===== config.mk =====
export PLATFORM = sky130hd
export DESIGN_NAME = ili_spi_arbiter
export DESIGN_NICKNAME = d
export VERILOG_FILES = /design/src/rtl/ili_spi_pkg.sv /design/src/rtl/ili_rr_arb.sv /design/src/rtl/ili_spi_arbiter.sv
export SDC_FILE = /design/constraint.sdc
export NUM_CORES = 1
export LEC_CHECK = 0
export ABC_AREA = 1
export CELL_PAD_IN_SITES_DETAIL_PLACEMENT = 0
export CELL_PAD_IN_SITES_GLOBAL_PLACEMENT = 1
export CORE_UTILIZATION = 36
export DETAILED_ROUTE_END_ITERATION = 12
export PLACE_DENSITY_LB_ADDON = 0.1
export REMOVE_ABC_BUFFERS = 1
export SYNTH_ARGS = -nofsm -noshare
export SYNTH_HDL_FRONTEND = slang
export SYNTH_SLANG_ARGS = --single-unit

===== constraint.sdc =====
create_clock -name clk_i -period 4.3 [get_ports clk_i]
set_clock_uncertainty 0.15 [all_clocks]
set_input_delay 0.645 -clock clk_i [delete_from_list [all_inputs] [get_ports clk_i]]
set_output_delay 0.645 -clock clk_i [all_outputs]
set_load 0.02 [all_outputs]

===== src/rtl/ili_spi_pkg.sv =====
// Shared types and default timing for the ILI SPI engine arbiter.
package ili_spi_pkg;

  localparam int BYTE_W       = 8;
  localparam int N_REQ_DEF    = 2;
  localparam int CS_SETUP_DEF = 2;
  localparam int CS_HOLD_DEF  = 2;
  localparam int CS_GAP_DEF   = 4;
  localparam int TIMEOUT_DEF  = 1024;

  typedef enum logic [2:0] {
    ST_IDLE,
    ST_SETUP,
    ST_LOAD,
    ST_SEND,
    ST_WAIT,
    ST_HOLD,
    ST_GAP
  } st_e;

  function automatic int max3(input int a, input int b, input int c);
    int m;
    m = (a > b) ? a : b;
    return (m > c) ? m : c;
  endfunction

endpackage


===== src/rtl/ili_rr_arb.sv =====
// Combinational round-robin pick: first request at or above the pointer, wrapping.
module ili_rr_arb
  import ili_spi_pkg::*;
#(
  parameter int N_REQ = N_REQ_DEF,
  parameter int IDX_W = 1
) (
  input  logic [N_REQ-1:0] req_i,
  input  logic [IDX_W-1:0] ptr_i,
  output logic [N_REQ-1:0] gnt_oh_o,
  output logic [IDX_W-1:0] gnt_idx_o,
  output logic             gnt_vld_o
);

  // scan upward from the pointer and keep the first hit
  always_comb begin
    int k;
    gnt_oh_o  = '0;
    gnt_idx_o = '0;
    gnt_vld_o = 1'b0;
    for (int i = 0; i < N_REQ; i++) begin
      k = int'(ptr_i) + i;
      if (k >= N_REQ) k = k - N_REQ;
      if (!gnt_vld_o && req_i[k]) begin
        gnt_vld_o   = 1'b1;
        gnt_idx_o   = IDX_W'(k);
        gnt_oh_o[k] = 1'b1;
      end
    end
  end

endmodule


===== src/rtl/ili_spi_arbiter.sv =====
// Round-robin sharing of one SPI byte engine with CS framing and D/C control.
//
// state | meaning
// IDLE  | cs high, waiting for any requester
// SETUP | cs low, CS_SETUP cycles before first byte
// LOAD  | waiting for the granted requester's next byte
// SEND  | one-cycle send pulse to the engine
// WAIT  | waiting for the engine's done pulse
// HOLD  | cs still low for CS_HOLD cycles after last byte or abort
// GAP   | cs high for CS_GAP cycles before re-arbitrating
module ili_spi_arbiter
  import ili_spi_pkg::*;
#(
  parameter int N_REQ    = N_REQ_DEF,
  parameter int CS_SETUP = CS_SETUP_DEF,
  parameter int CS_HOLD  = CS_HOLD_DEF,
  parameter int CS_GAP   = CS_GAP_DEF,
  parameter int TIMEOUT  = TIMEOUT_DEF
) (
  input  logic                    clk_i,
  input  logic                    rst_ni,
  input  logic [N_REQ-1:0]        req_valid_i,
  input  logic [BYTE_W*N_REQ-1:0] req_data_i,
  input  logic [N_REQ-1:0]        req_dc_i,
  input  logic [N_REQ-1:0]        req_last_i,
  output logic [N_REQ-1:0]        req_ready_o,
  output logic [N_REQ-1:0]        grant_o,
  output logic [BYTE_W-1:0]       spi_data_o,
  output logic                    spi_dc_o,
  output logic                    spi_cs_o,
  output logic                    spi_send_o,
  input  logic                    spi_done_i,
  output logic                    busy_o,
  output logic                    err_timeout_o
);

  localparam int IDX_W = $clog2(N_REQ);
  localparam int CNT_W = $clog2(max3(CS_SETUP, CS_HOLD, CS_GAP)) + 1;
  localparam int TMO_W = $clog2(TIMEOUT) + 1;

  st_e               state_q, state_d;
  logic [N_REQ-1:0]  grant_q, grant_d;
  logic [IDX_W-1:0]  gidx_q, gidx_d;
  logic [IDX_W-1:0]  ptr_q, ptr_d;
  logic [CNT_W-1:0]  cnt_q, cnt_d;
  logic [TMO_W-1:0]  tmo_q, tmo_d;
  logic [BYTE_W-1:0] data_q, data_d;
  logic              dc_q, dc_d;
  logic              last_q, last_d;

  logic [N_REQ-1:0]  pick_oh;
  logic [IDX_W-1:0]  pick_idx;
  logic              pick_vld;
  logic              g_valid;
  logic [TMO_W-1:0]  tmo_inc;
  logic              tmo_hit;

  ili_rr_arb #(.N_REQ(N_REQ), .IDX_W(IDX_W)) u_rr_arb (
    .req_i     (req_valid_i),
    .ptr_i     (ptr_q),
    .gnt_oh_o  (pick_oh),
    .gnt_idx_o (pick_idx),
    .gnt_vld_o (pick_vld)
  );

  assign g_valid = |(req_valid_i & grant_q);
  // idle counter saturates so a long stall can never wrap back below the limit
  assign tmo_inc = (tmo_q >= TMO_W'(TIMEOUT)) ? tmo_q : tmo_q + TMO_W'(1);
  assign tmo_hit = (tmo_inc >= TMO_W'(TIMEOUT));

  // state, counters and datapath registers with synchronous active-low reset
  always_ff @(posedge clk_i) begin
    if (!rst_ni) begin
      state_q <= ST_IDLE;
      grant_q <= '0;
      gidx_q  <= '0;
      ptr_q   <= '0;
      cnt_q   <= '0;
      tmo_q   <= '0;
      data_q  <= '0;
      dc_q    <= 1'b0;
      last_q  <= 1'b0;
    end else begin
      state_q <= state_d;
      grant_q <= grant_d;
      gidx_q  <= gidx_d;
      ptr_q   <= ptr_d;
      cnt_q   <= cnt_d;
      tmo_q   <= tmo_d;
      data_q  <= data_d;
      dc_q    <= dc_d;
      last_q  <= last_d;
    end
  end

  // next-state, counter and byte-capture logic
  always_comb begin
    state_d = state_q;
    grant_d = grant_q;
    gidx_d  = gidx_q;
    ptr_d   = ptr_q;
    cnt_d   = cnt_q;
    tmo_d   = tmo_q;
    data_d  = data_q;
    dc_d    = dc_q;
    last_d  = last_q;
    case (state_q)
      ST_IDLE: begin
        cnt_d = '0;
        tmo_d = '0;
        if (pick_vld) begin
          grant_d = pick_oh;
          gidx_d  = pick_idx;
          state_d = ST_SETUP;
        end
      end
      ST_SETUP: begin
        if (cnt_q >= CNT_W'(CS_SETUP - 1)) begin
          cnt_d   = '0;
          state_d = ST_LOAD;
        end else begin
          cnt_d = cnt_q + CNT_W'(1);
        end
      end
      ST_LOAD: begin
        if (g_valid) begin
          data_d  = req_data_i[BYTE_W*int'(gidx_q) +: BYTE_W];
          dc_d    = req_dc_i[gidx_q];
          last_d  = req_last_i[gidx_q];
          tmo_d   = '0;
          state_d = ST_SEND;
        end else begin
          tmo_d = tmo_inc;
          if (tmo_hit) begin
            cnt_d   = '0;
            state_d = ST_HOLD;
          end
        end
      end
      ST_SEND: state_d = ST_WAIT;
      ST_WAIT: begin
        if (spi_done_i) begin
          cnt_d   = '0;
          state_d = last_q ? ST_HOLD : ST_LOAD;
        end
      end
      ST_HOLD: begin
        if (cnt_q >= CNT_W'(CS_HOLD - 1)) begin
          cnt_d   = '0;
          grant_d = '0;
          ptr_d   = (gidx_q == IDX_W'(N_REQ - 1)) ? '0 : gidx_q + IDX_W'(1);
          state_d = ST_GAP;
        end else begin
          cnt_d = cnt_q + CNT_W'(1);
        end
      end
      ST_GAP: begin
        if (cnt_q >= CNT_W'(CS_GAP - 1)) begin
          cnt_d   = '0;
          state_d = ST_IDLE;
        end else begin
          cnt_d = cnt_q + CNT_W'(1);
        end
      end
      default: state_d = ST_IDLE;
    endcase
  end

  // outputs decoded from the current state and granted requester
  always_comb begin
    busy_o        = (state_q != ST_IDLE);
    spi_cs_o      = (state_q == ST_IDLE) || (state_q == ST_GAP);
    spi_send_o    = (state_q == ST_SEND);
    grant_o       = grant_q;
    req_ready_o   = (state_q == ST_LOAD) ? (grant_q & req_valid_i) : '0;
    err_timeout_o = (state_q == ST_LOAD) && !g_valid && tmo_hit;
    spi_data_o    = data_q;
    spi_dc_o      = dc_q;
  end

endmodule

-- After elaboration in Yosys (flattened, before gate mapping)
Cells that the tools add are included.
- output and inout bits: 17
- bits of input ports: 25
- register bits: 31
- word-level logic and storage cells: 109
- reduce and logical (&&, ||, !) cells: 21
- bitwise gates (word level): 2
- shifts and indexed selects: 1
- add/subtract/negate cells: 6
- magnitude comparators: 11
- equality and inequality tests: 14
- muxes and demuxes: 45
- operators with widths (operator ; count):
    $ge 32x1->1 const B ; 2
    $lt 32x3->1 const B ; 2
    $mux 32 ; 2
    $mux 3 ; 13
    $ge 32x3->1 const B ; 1
    $sub 32x3->32 const B ; 1
    $ge 11x11->1 const B ; 2
    $mux 11 ; 2
    $pmux 11 s2 ; 1
    $pmux 3 s7 ; 1
    $mux 1 ; 17
    $shiftx 16x5->8 ; 1
    $pmux 3 s5 ; 1
    $ne 2x2->1 const B ; 7
    $add 11x1->11 const B ; 1
    $mux 2 ; 5
    $eq 3x3->1 const B ; 3
    $eq 3x2->1 const B ; 2
    $reduce_and 2->1 ; 3
    $reduce_and 6->1 ; 1
    $logic_and 1x1->1 ; 5
    $reduce_bool 5->1 ; 1
    $pmux 2 s2 ; 1
    $reduce_and 4->1 ; 1
    other kinds (20) ; 24

-- Depth between registers and ports, before layout
Gate-level depths: netlist (run 1).
- depth in word-level cells: 11
- mapped depth: 11
- mapped depth without buffers: 11

-- Cells and area by module
A second synthesis (run 1) with hierarchy kept.
- cells, all modules: 281
- area, all modules: 1881.8 µm²
- by module, submodules not included (module ; times used ; sequential area each (µm²) ; cells an instance ; area an instance (µm²)):
    ili_spi_arbiter ; 1 ; 620.6 ; 267 ; 1826.8
    ili_rr_arb ; 1 ; 0.0 ; 14 ; 55.1

-- Worst setup path after synthesis (run 1)
Ideal clock, no wire load.
- kind: input-to-output
- start point: input req_valid_i[1]
- end point: output err_timeout_o
- path slack: 2.303 ns
- arrival: 1.202 ns
- data required time: 3.505 ns
- buffers on the path: 0
- stages on the path: 7
- path through: nand2_1 > nand2_1 > inv_1 > nand2_2 > inv_2 > nand2_1 > inv_1
- cells in the longest elaborated chain, start to end: 5
- ends and longest elaborated chain (element ; RTL line ; RTL):
    from (decl) ; ili_spi_arbiter.sv:22 ; input logic [N_REQ-1:0] req_valid_i,
    $and 2x2->2 ; ili_spi_arbiter.sv:66 ; assign g_valid = |(req_valid_i & grant_q);
    $reduce_or 2->1 ; ili_spi_arbiter.sv:66 ;
    $logic_not 1->1 ; ili_spi_arbiter.sv:176 ; err_timeout_o = (state_q == ST_LOAD) && !g_valid && tmo_hit;
    $logic_and 1x1->1 (2 in series) ; ili_spi_arbiter.sv:176 ;
    to (decl) ; ili_spi_arbiter.sv:34 ; output logic err_timeout_o
Every way passes these cells.

-- Worst setup path after layout (run 1)
Same ends and word-level chain as after synthesis.

==> results by group, run 1 <==
Power
  • Pwr per Cell Area: 478 nW/um^2
  • Post-layout power: 1090 uW
  • VDD IR-drop max: 247 uV
  • Static leakage: 0.00104 uW

Clock tree
  • Clk_lat worst skew: 280 ps
  • Total CTS buffers: 5
  • Clock Path Buffers: 2
  • Htree depth: 2
  • Post-CTS Hold Buffers: 0
  • Clk root buf: clkbuf_8
  • Clk pin slew, worst setup/hold paths: 60 ps
  • Postcts setup bufs: 0
  • PostCTS Resize Cnt: 0
  • CTS Sinks: 31
  • CTS tree: done

Worst setup path
  • CP Launch Type: input pin
  • CP endpoint kind: output pin
  • Arr. time, crit path: 2310 ps
  • Reg-to-reg startpoint: cnt_q[0]
  • Type of the worst setup path: in2out
  • Worst setup startpoint: req_valid_i[1]
  • Setup slack, reg-to-reg: 2570 ps
  • Worst path required time: 3500 ps
  • Peak fanout along the critical path: 6

Timing
  • RSZ-0062 raised after global routing: no
  • Max Freq: 322 MHz
  • Final setup viols: 0
  • Min Clock Period, post-route: 3110 ps
  • Final max-slew violation count: 0
  • Worst-margin pin slew: 667 ps
  • Slew HR: 55.4%
  • Setup_tns: 0 ps
  • Hold Fails Final Rpt: 0
  • Final period util: 72.2%

Placement
  • Hpwl dp: 3100 um
  • Gp weighted congestion: 0.771
  • Port-buffer cells: 41

Yosys
  • Mapped cell area: 1750 sq um
  • Asr flop ratio synth: 0%
  • Main area contributors after synthesis: dfxtp_1 36%, nand2_1 17%, nor2_1 8.4%
  • Syn avg cell area: 6.42 sq um
  • Synth warn: 0
  • Yosys reg bits: 31
  • Sequential share of the synthesized area: 35.6%
  • Most instantiated library cell after synthesis: nand2_1
  • Synth area leader: dfxtp_1
  • Post-Syn Instances: 272
  • Share of the synthesized area in the top cell type: 35.6%
  • Number of unique standard cell types used by synthesis: 26
  • Commonest cells in the netlist: 77 x nand2_1, 39 x nor2_1, 35 x inv_1
  • Most common flop cell mapped by yosys: dfxtp_1
  • Count of flip-flops with a built-in enable after synthesis: 0

Detailed routing
  • Via count: 1,731
  • Vias per inst: 4.73
  • DRT Pass-1 Iters: 4
  • Post-DRT Antenna Nets: 0
  • DR WL/cell: 11.4 um
  • DR iter-0 viols: 94
  • # DRC: 0
  • Total Wirelength: 4180 um

Floorplanning
  • Site row count: 24
  • Starting Density: 38.8%
  • Die H: 71.6 um
  • Core Footprint: 4500 sq um
  • Die width: 71.6 um
  • I/O pins: 42
  • Die ar.: 5130 sq um

Cells and area
  • Share of cells above drive strength 1: 7.64%
  • Nets: 344
  • Syn-to-layout area delta: 30.7%
  • Number of antenna diodes: 0

GRT
  • Initial antenna violation count: 0
  • Total GRT Usage: 17.4%
  • Vias in the first global route: 1,481
  • First-pass GRT wire length: 6890 um
  • Largest net degree at the start of global routing: 22
  • GR Overflow Total: 0

Hold path
  • Worst min path class: reg2reg
  • Worst hold path startpoint: tmo_q[2]

Status
  • Outcome: complete, no violations

Run
  • Max cap viols: 0
==> stage by stage <==
step           hold slack (ps)  utilization [%]  cells  cell area, sq um  setup WS (ps)
2_1_floorplan              307                -    266              1720           2300
3_3_place_gp               329             48.7    359              2190           1230
3_5_place_dp               335             48.7    359              2190           1200
4_1_cts                    350             50.6    366              2280           1200
5_1_grt                    383             50.6    366              2280           1120
6_report                   353             50.6    366              2280           1190
==> area by class of cell <==
type,instances,area (sq um)
repair buffers,41,410
clock inverters,1,5.00
well taps,52,65.1
clock buffers,6,82.6
fillers,466,2220
inverters,40,150
flip-flops and latches,31,621
multi-input cells,195,947
==> where the power goes <==
part / leakage, uW / internal [uW] / total [uW] / switching, uW
Combinational: 0.000743 / 179 / 475 / 295
Clock: 0.0000470 / 125 / 235 / 110
Sequential: 0.000252 / 330 / 379 / 49.8
Total: 0.00104 / 634 / 1090 / 455
==> sequential cells by signal, summed over array words and instances, names as in the netlist <==
register / count
spi_dc_o: 1
gidx_q: 1
spi_data_o: 8
cnt_q: 3
last_q: 1
grant_o: 2
state_q: 3
ptr_q: 1
tmo_q: 11
==> layout by cell type (no fill, tap or decap) <==
cell type         n
a211oi_1          2
a21oi_1           9
a31oi_1          10
clkbuf_8          6
clkdlybuf4s50_1  41
clkinv_2          1
dfxtp_1          31
ha_1              5
inv_1            35
inv_2             5
nand2_1          77
nand2_2           3
nand2_4           1
nand3_1          20
nand3_2           2
nand3b_4          1
nand4_1           2
nor2_1           39
nor2_2            4
nor2_4            1
nor3_1            1
nor3b_1           1
o21a_1            1
o21ai_0          14
xnor2_1           1
xor2_1            1
==> worst max-delay path, stage by stage <==
cell	delay, ps
clkdlybuf4s50_1	450
nand2_1	130
nand2_1	90
inv_1	70
nand2_2	70
inv_2	120
nand2_1	90
inv_1	60
clkdlybuf4s50_1	590
==> kinds of logic (layout without fill, tap and decap cells) <==
family / after synthesis / count (layout) / synth area share (%)
compound gates: 36 / 36 / 11.5
flops: 31 / 31 / 35.6
buf+inv: 46 / 88 / 10.2
xor+xnor: 2 / 2 / 1.00
fa+ha+maj: 5 / 5 / 3.58
simple gates: 152 / 152 / 38.2
==> metal layers <==
| layer | part of all wire [%] | vias to the layer above | wire length [um] | GRT usage [%] |
|---|---|---|---|---|
| li1 | - | 940 | - | - |
| met1 | 52 | 745 | 2170 | 25.3 |
| met2 | 41 | 41 | 1730 | 24.1 |
| met3 | 5.4 | 5 | 227 | 4.50 |
| met4 | 1.3 | 0 | 56 | 7.19 |
| met5 | 0 | - | 0 | 0 |
==> path summary, 6_finish.rpt <==
path,end,cells past startpoint
max,err_timeout_o,9
min,tmo_q[2],2
max reg2reg,state_q[1],10
min reg2reg,tmo_q[2],2
Note: power is estimated with default switching activity, not from simulation.
==> run 2, diff against run 1 <==
- CORE_UTILIZATION: 36 -> 30
- clock period: 4.3 -> 2.85 ns (I/O delays scaled with it)
==> results by group, run 2 (synthesis gave the netlist of run 1 again) <==
Detailed routing
  • DR WL/cell: 11.2 um
  • DR iter-0 viols: 39
  • # DRC: 0
  • Vias per inst: 4.44
  • Post-DRT Antenna Nets: 0
  • Total Wirelength: 4330 um
  • DRT Pass-1 Iters: 4
  • Via count: 1,721

Worst setup path
  • Peak fanout along the critical path: 6
  • Type of the worst setup path: in2out
  • Worst setup startpoint: req_valid_i[0]
  • CP Launch Type: input pin
  • Worst path required time: 2270 ps
  • Reg-to-reg startpoint: cnt_q[0]
  • Arr. time, crit path: 2070 ps
  • CP endpoint kind: output pin

GRT
  • Largest net degree at the start of global routing: 22
  • GR Overflow Total: 0
  • Vias in the first global route: 1,658
  • Total GRT Usage: 15.7%
  • First-pass GRT wire length: 7480 um
  • Initial antenna violation count: 0

Status
  • Outcome: complete, no violations

Cells and area
  • Number of antenna diodes: 0
  • Largest register FFs: 11
  • Share of cells above drive strength 1: 7.59%
  • Commonest non-fill, non-tap cells in the layout: 77 x nand2_1, 41 x clkdlybuf4s50_1, 39 x nor2_1, 35 x inv_1, 31 x dfxtp_1
  • Commonest non-fill, non-tap cell in the layout: nand2_1
  • Biggest register: tmo_q
  • Nets: 345
  • Final instance area: 2310 sq um
  • Syn-to-layout area delta: 32.2%

Clock tree
  • Clk_lat worst skew: 290 ps
  • Post-CTS Hold Buffers: 0
  • Htree depth: 2
  • Postcts setup bufs: 0
  • Total CTS buffers: 5
  • CTS Sinks: 31
  • Clk pin slew, worst setup/hold paths: 70 ps
  • Clock Path Buffers: 2
  • CTS tree: done
  • Clk root buf: clkbuf_8
  • PostCTS Resize Cnt: 0

Placement
  • Gp weighted congestion: 0.799
  • Port-buffer cells: 41
  • Post-Place Cell Area: 2230 sq um
  • Hpwl dp: 3250 um

Floorplanning
  • Site row count: 27
  • Core Footprint: 5540 sq um
  • Die H: 78.3 um
  • Die width: 78.3 um
  • I/O pins: 42
  • Starting Density: 31.5%
  • Die ar.: 6130 sq um

Run
  • Max cap viols: 0

Timing
  • Min Clock Period, post-route: 2650 ps
  • Slew HR: 68.4%
  • Setup_tns: 0 ps
  • Final period util: 92.9%
  • Final max-slew violation count: 0
  • Final setup viols: 0
  • Max Freq: 378 MHz
  • Worst-margin pin slew: 473 ps
  • RSZ-0062 raised after global routing: no
  • Hold Fails Final Rpt: 0

Hold path
  • Worst hold path startpoint: tmo_q[2]
  • Worst min path class: reg2reg

Power
  • Static leakage: 0.00104 uW
  • VDD IR-drop max: 351 uV
  • Pwr per Cell Area: 703 nW/um^2
==> run 2: per-stage QoR <==
stage          std cells  power [uW]  hold slack [ps]  setup WS [ps]  utilization [%]
4_1_cts              388        1640              349            215             41.6
2_1_floorplan        266        1070              307           1240                -
5_1_grt              388        1780              375           99.6             41.6
6_report             388        1620              349            202             41.6
3_5_place_dp         380        1300              330            221             40.2
3_3_place_gp         380        1300              333            228             40.2
==> run 2: final cells by class <==
class / count / area (sq um)
inverters: 40 / 150
multi-input cells: 195 / 947
flip-flops and latches: 31 / 621
clock inverters: 1 / 5.00
clock buffers: 7 / 76.3
fillers: 607 / 3230
repair buffers: 42 / 418
well taps: 72 / 90.1
==> run 2: layer usage <==
metal	wire (um)	track usage, %	part of all wire, %	up-vias
li1	-	-	-	940
met1	2120	19.8	49	742
met2	1950	25.3	45	33
met3	197	4.19	4.6	6
met4	63	6.11	1.5	0
met5	0	0	0	-
==> run 2: report_power, final <==
| group | switching, uW | internal [uW] | total [uW] |
|---|---|---|---|
| logic | 433 | 272 | 705 |
| registers | 75.0 | 497 | 572 |
| clock network | 173 | 171 | 344 |
| total | 681 | 941 | 1620 |
==> run 2: final timing paths <==
| kind | endpoint | slack, ps | cells after the start |
|---|---|---|---|
| worst max-delay path | err_timeout_o | 200 | 9 |
| worst min-delay path | tmo_q[2] | 350 | 2 |
| worst max register to register | state_q[2] | 1170 | 10 |
| worst min register to register | tmo_q[2] | 350 | 2 |
==> run 2: worst max-delay path: stages <==
cell,delay (ps)
clkdlybuf4s50_1,460
nand2_1,130
nand2_1,80
inv_1,70
nand2_2,70
inv_2,110
nand2_1,80
inv_1,50
clkdlybuf4s50_1,590
==> run 3, diff against run 2 <==
- HOLD_SLACK_MARGIN: not set -> 0.03
- SKIP_LAST_GASP: not set -> 1
==> results of run 3 <==
Final layout, timing and power as in run 2 (identical DEF).
